===== config.mk =====
export PLATFORM = sky130hd
export DESIGN_NAME = fetch_pc_ctrl
export DESIGN_NICKNAME = d
export VERILOG_FILES = /design/src/rtl/fetch_pc_ctrl.sv
export SDC_FILE = /design/constraint.sdc
export NUM_CORES = 1
export LEC_CHECK = 0
export CORE_ASPECT_RATIO = 1.2
export CORE_UTILIZATION = 46
export DETAILED_ROUTE_END_ITERATION = 10
export GPL_TIMING_DRIVEN = 0
export PLACE_DENSITY = 0.81
export SLEW_MARGIN = 20
export SYNTH_ARGS = -nofsm -noshare
export SYNTH_HDL_FRONTEND = slang
export SYNTH_SLANG_ARGS = --single-unit

===== constraint.sdc =====
create_clock -name clk -period 4 [get_ports clk]
set_input_delay 0.8 -clock clk [delete_from_list [all_inputs] [get_ports clk]]
set_output_delay 0.8 -clock clk [all_outputs]
set_load 0.02 [all_outputs]

===== src/rtl/fetch_pc_ctrl.sv =====
// -----------------------------------------------------------------------------
// fetch_pc_ctrl
//
// Fetch-stage controller for the Y86 pipeline. Owns the PC register that
// addresses instruction memory, computes valP from the returned icode,
// predicts the next PC (jumps taken, calls to target), tracks fetch status
// and captures the fetched instruction into the F/D pipeline register.
//
// Ports:
//   clk, rst            clock, synchronous active-high reset
//   PC                  current fetch address to instruction memory
//   icode/ifun/rA/rB    decoded instruction fields from memory
//   valC                constant word from memory
//   stall               hold PC and F/D register (RUN state only)
//   redirect_valid/pc   downstream correction (mispredict or ret target)
//   D_valid             F/D register holds a real instruction (0 = bubble)
//   D_icode..D_valP     registered instruction fields and valP
//   stat                0 = AOK, 1 = HLT, 2 = INS
// -----------------------------------------------------------------------------
module fetch_pc_ctrl #(
  parameter int                    DATA_WID = 32,
  parameter logic [DATA_WID-1:0]   RESET_PC = '0
) (
  input  logic                clk,
  input  logic                rst,
  output logic [DATA_WID-1:0] PC,
  input  logic [3:0]          icode,
  input  logic [3:0]          ifun,
  input  logic [3:0]          rA,
  input  logic [3:0]          rB,
  input  logic [DATA_WID-1:0] valC,
  input  logic                stall,
  input  logic                redirect_valid,
  input  logic [DATA_WID-1:0] redirect_pc,
  output logic                D_valid,
  output logic [3:0]          D_icode,
  output logic [3:0]          D_ifun,
  output logic [3:0]          D_rA,
  output logic [3:0]          D_rB,
  output logic [DATA_WID-1:0] D_valC,
  output logic [DATA_WID-1:0] D_valP,
  output logic [1:0]          stat
);

  localparam int W = DATA_WID / 8;

  localparam logic [1:0] STAT_AOK = 2'd0;
  localparam logic [1:0] STAT_HLT = 2'd1;
  localparam logic [1:0] STAT_INS = 2'd2;

  typedef enum logic [1:0] {
    ST_RUN      = 2'd0,
    ST_WAIT_RET = 2'd1,
    ST_HALT     = 2'd2,
    ST_ERR      = 2'd3
  } state_t;

  // Byte length of an instruction from its icode. Invalid icodes never
  // advance the PC, so their length is irrelevant.
  function automatic logic [DATA_WID-1:0] instr_len(input logic [3:0] ic);
    case (ic)
      4'h0, 4'h1, 4'h9:       instr_len = DATA_WID'(1);
      4'h2, 4'h6, 4'hA, 4'hB: instr_len = DATA_WID'(2);
      4'h3, 4'h4, 4'h5:       instr_len = DATA_WID'(2 + W);
      4'h7, 4'h8:             instr_len = DATA_WID'(1 + W);
      default:                instr_len = DATA_WID'(1);
    endcase
  endfunction

  state_t              state_q, state_d;
  logic [DATA_WID-1:0] pc_q, pc_d;
  logic [1:0]          stat_q, stat_d;
  logic                d_valid_q, d_valid_d;
  logic [3:0]          d_icode_q, d_icode_d;
  logic [3:0]          d_ifun_q, d_ifun_d;
  logic [3:0]          d_ra_q, d_ra_d;
  logic [3:0]          d_rb_q, d_rb_d;
  logic [DATA_WID-1:0] d_valc_q, d_valc_d;
  logic [DATA_WID-1:0] d_valp_q, d_valp_d;
  logic [DATA_WID-1:0] valp;

  // valP wraps modulo 2^DATA_WID by construction of the adder width.
  assign valp = pc_q + instr_len(icode);

  always_comb begin
    state_d   = state_q;
    pc_d      = pc_q;
    stat_d    = stat_q;
    d_valid_d = d_valid_q;
    d_icode_d = d_icode_q;
    d_ifun_d  = d_ifun_q;
    d_ra_d    = d_ra_q;
    d_rb_d    = d_rb_q;
    d_valc_d  = d_valc_q;
    d_valp_d  = d_valp_q;

    if (redirect_valid) begin
      // Squash the wrong-path instruction; also cancels a speculative
      // halt, invalid instruction or pending ret.
      pc_d      = redirect_pc;
      d_valid_d = 1'b0;
      state_d   = ST_RUN;
      stat_d    = STAT_AOK;
    end else begin
      case (state_q)
        ST_RUN: begin
          if (!stall) begin
            if (icode > 4'hB) begin
              // Invalid instruction: bubble into decode, freeze fetch.
              d_valid_d = 1'b0;
              state_d   = ST_ERR;
              stat_d    = STAT_INS;
            end else begin
              d_valid_d = 1'b1;
              d_icode_d = icode;
              d_ifun_d  = ifun;
              d_ra_d    = rA;
              d_rb_d    = rB;
              d_valc_d  = valC;
              d_valp_d  = valp;
              case (icode)
                4'h7, 4'h8: pc_d = valC;  // jXX predicted taken; call target
                4'h9:       state_d = ST_WAIT_RET;
                4'h0: begin
                  state_d = ST_HALT;
                  stat_d  = STAT_HLT;
                end
                default:    pc_d = valp;
              endcase
            end
          end
        end
        // WAIT_RET, HALT and ERR all emit bubbles and ignore stall until a
        // redirect arrives.
        default: d_valid_d = 1'b0;
      endcase
    end
  end

  always_ff @(posedge clk) begin
    if (rst) begin
      state_q   <= ST_RUN;
      pc_q      <= RESET_PC;
      stat_q    <= STAT_AOK;
      d_valid_q <= 1'b0;
      d_icode_q <= '0;
      d_ifun_q  <= '0;
      d_ra_q    <= '0;
      d_rb_q    <= '0;
      d_valc_q  <= '0;
      d_valp_q  <= '0;
    end else begin
      state_q   <= state_d;
      pc_q      <= pc_d;
      stat_q    <= stat_d;
      d_valid_q <= d_valid_d;
      d_icode_q <= d_icode_d;
      d_ifun_q  <= d_ifun_d;
      d_ra_q    <= d_ra_d;
      d_rb_q    <= d_rb_d;
      d_valc_q  <= d_valc_d;
      d_valp_q  <= d_valp_d;
    end
  end

  assign PC      = pc_q;
  assign stat    = stat_q;
  assign D_valid = d_valid_q;
  assign D_icode = d_icode_q;
  assign D_ifun  = d_ifun_q;
  assign D_rA    = d_ra_q;
  assign D_rB    = d_rb_q;
  assign D_valC  = d_valc_q;
  assign D_valP  = d_valp_q;

endmodule

==> results.tsv <==
metric	value	unit
status	complete, no violations	
finalSetupViolations	0	
h-tree-depth	4	
synth_common_cells	nand2_1, dfxtp_1, a21oi_1	
ios	199	
critPathArrivalTime	4140	ps
grt_pass1_vias	6282	
cts.sink_count	117	
cts_buffers	17	
slew_viol_final	0	
dp_hpwl	15.76	mm
cts_root_buffer	clkbuf_16	
placed_cell_area	0.007940	mm²
first_pass_iters	5	
final_layout_size_suffix_gt1_share	6.458	%
core	0.01217	mm²
fin_crit	3883	ps
setup_slack	117.4	ps
clk_path_buf_depth	2	
io_buffers	197	
postSynth.asyncResetShare	0	%
p_leak	2.973	nW
fmax	257.6	MHz
start_kind	input port	
clk_latency	430	ps
syn_avg_cell_area	7.867	µm²
cp_max_fo	10	
pwr-share-comb	19.1	%
cap_violations	0	
initial_core_util	47.40	%
yosysMostFrequentCell	nand2_1	
drc	0	
powerDensity	409.9	mW/mm²
power.total	3.506	mW
routedWlPerCell	19.15	µm
relSlewSlack	50.48	%
fin_crit_sh	97.07	%
synth_top_area_share	40.62	%
final-seq-area	0.002342	mm²
final_util	70.30	%
cp-end-kind	register	
via_per_inst	5.884	
drtIter0Drc	750	
syn_inst	733	
ys_top_cells_by_area	dfxtp_1, nand2_1, a21oi_1	
clkPwrFrac	43.9	%
path_clk_slew	50	ps
grt.overflow.total	0	
synth_edf_count	0	
grt_max_degree	17	
synth_seq_area_share	40.62	%
cp.required	4260	ps
yosysTopAreaCell	dfxtp_1	
grt_use_total	33.16	%
hold_viol	0	
fp.dieW	104.2	µm
die_h	124.7	µm
grt_pass1_wl	33.48	mm
cts_setup_buffers	0	
die_area	0.01299	mm²
seqPwrFrac	37.0	%
fin_skew	9.466	ps
postRouteAntennaNets	0	
switching_share	28.58	%
via_count	6602	
pre_cts_slack	-464.5	ps
synth_seq_cells	117	
fillCellCount	963	
p_int	2.504	mW
gp_congestion	0.9709	
p_switching	1.002	mW
fin_area	0.008553	mm²
ir_drop	0.3095	mV
multi_input_area	0.003136	mm²
synthesis.nets	821	
cts_tree	built	
nets	1036	
worst_slew_pin_slew	737.2	ps
hold_class	reg -> reg	
synthesis.area	0.005767	mm²
critPathKind	in -> reg	
synth_top_flop_cell	dfxtp_1	
antenna_found_initial	1	
synth.distinct_cells	71	
row_count	44	
area_growth	48.32	%
drt-total-wl	21.49	mm
yosys_warnings	0	
==> cells by family (layout without fill, tap and decap cells) <==
kind of cell	count (synthesis)	in the layout	synth area share [%]
muxes	4	4	0.7160
xor gates and xnor gates	25	25	3.797
and+or+nand+nor	286	286	22.59
adders and majority gates	4	4	0.9981
DFF	117	117	40.62
other	0	1	0
AOI/OAI and AO/OA	222	222	26.01
buffers and inverters	75	302	5.272
==> state kept, by name, summed over array words and instances (netlist names), 4 cells and up <==
signal,flops
PC,32
D_rB,4
D_valC,32
D_icode,4
D_ifun,4
D_valP,32
D_rA,4
==> placed cells by master (no fill, tap or decap), types with 4 or more instances in the layout <==
| cell type | n |
|---|---|
| nand3_1 | 18 |
| buf_2 | 15 |
| xor2_1 | 16 |
| nand2b_1 | 4 |
| nand4_1 | 8 |
| clkinvlp_4 | 5 |
| a31oi_1 | 12 |
| o21ai_1 | 10 |
| clkbuf_1 | 37 |
| xnor2_1 | 9 |
| nor3_1 | 12 |
| inv_1 | 15 |
| o221ai_1 | 4 |
| a21oi_1 | 89 |
| a22oi_1 | 6 |
| o21ai_0 | 12 |
| and2_1 | 4 |
| clkdlybuf4s50_1 | 196 |
| nor2_1 | 63 |
| a211oi_1 | 28 |
| a2111o_1 | 5 |
| nand2_1 | 147 |
| dfxtp_1 | 117 |
| buf_1 | 5 |
| nand3b_1 | 5 |
| a221oi_1 | 4 |
| and3_1 | 5 |
| clkbuf_16 | 17 |
| o22ai_1 | 6 |
| o32ai_1 | 4 |
==> through the flow <==
step	cells	hold WS, ps	TNS, ps
after detailed placement	1091	445.3	-8287
after global routing	1122	471.5	-2.198
final	1122	453.2	0
after CTS	1122	453.2	0
after global placement	1091	440.9	-7758
after floorplan	733	440.6	0
==> repair_timing <==
| item | 4_1_cts | 5_1_grt |
|---|---|---|
| setup endpoints to repair | 7 | 15 |
| endpoints found under the hold margin | 0 | 0 |
| resized for setup | 2 | 5 |
| pin swaps | 0 | 0 |
| hold buffers | 0 | 0 |
==> cell type report <==
| cell class | count | share of cell area [%] |
|---|---|---|
| multi-input cells | 541 | 36.66 |
| flip-flops and latches | 117 | 27.38 |
| repair buffers | 197 | 23.08 |
| clock buffers | 18 | 5.018 |
| plain buffers | 59 | 2.940 |
| well taps | 161 | 2.355 |
| clock inverters | 13 | 1.872 |
| inverters | 15 | 0.6583 |
| diodes | 1 | 0.02926 |
==> power by group through the flow <==
stage	registers (mW)	clock network (mW)	logic (mW)
finish	1.30	1.54	0.669
floorplan	1.39	0	0.257
CTS	1.30	1.53	0.659
global route	1.31	1.59	0.709
global placement	1.32	0	0.649
detailed placement	1.32	0	0.653
==> worst paths after layout <==
kind	start	endpoint	slack (ps)	cells past startpoint
setup reg to reg	state_q[1]	D_valP[3]	1240	6
hold reg to reg	D_valC[20]	D_valC[20]	450	2
hold / removal	D_valC[20]	D_valC[20]	450	2
setup / recovery	icode[3]	PC[20]	120	12
==> worst max-delay path, cell delays in order <==
cell and delay (ps):
clkdlybuf4s50_1 540, clkbuf_4 240, a21oi_1 80, mux2i_1 230, ha_2 260, inv_1 60, fa_1 410, nand2b_2 280
a2111o_1 560, nor3_1 280, xnor2_1 220, o221ai_1 190
==> metal layers <==
layer / vias up / part of all wire (%) / global-route usage, %
li1: 3058 / - / -
met1: 3012 / 38 / 40.15
met2: 432 / 47 / 54.27
met3: 100 / 10 / 7.640
met4: 0 / 4.8 / 18.07
met5: - / 0 / 0
Power figures use the tool's default switching activity.
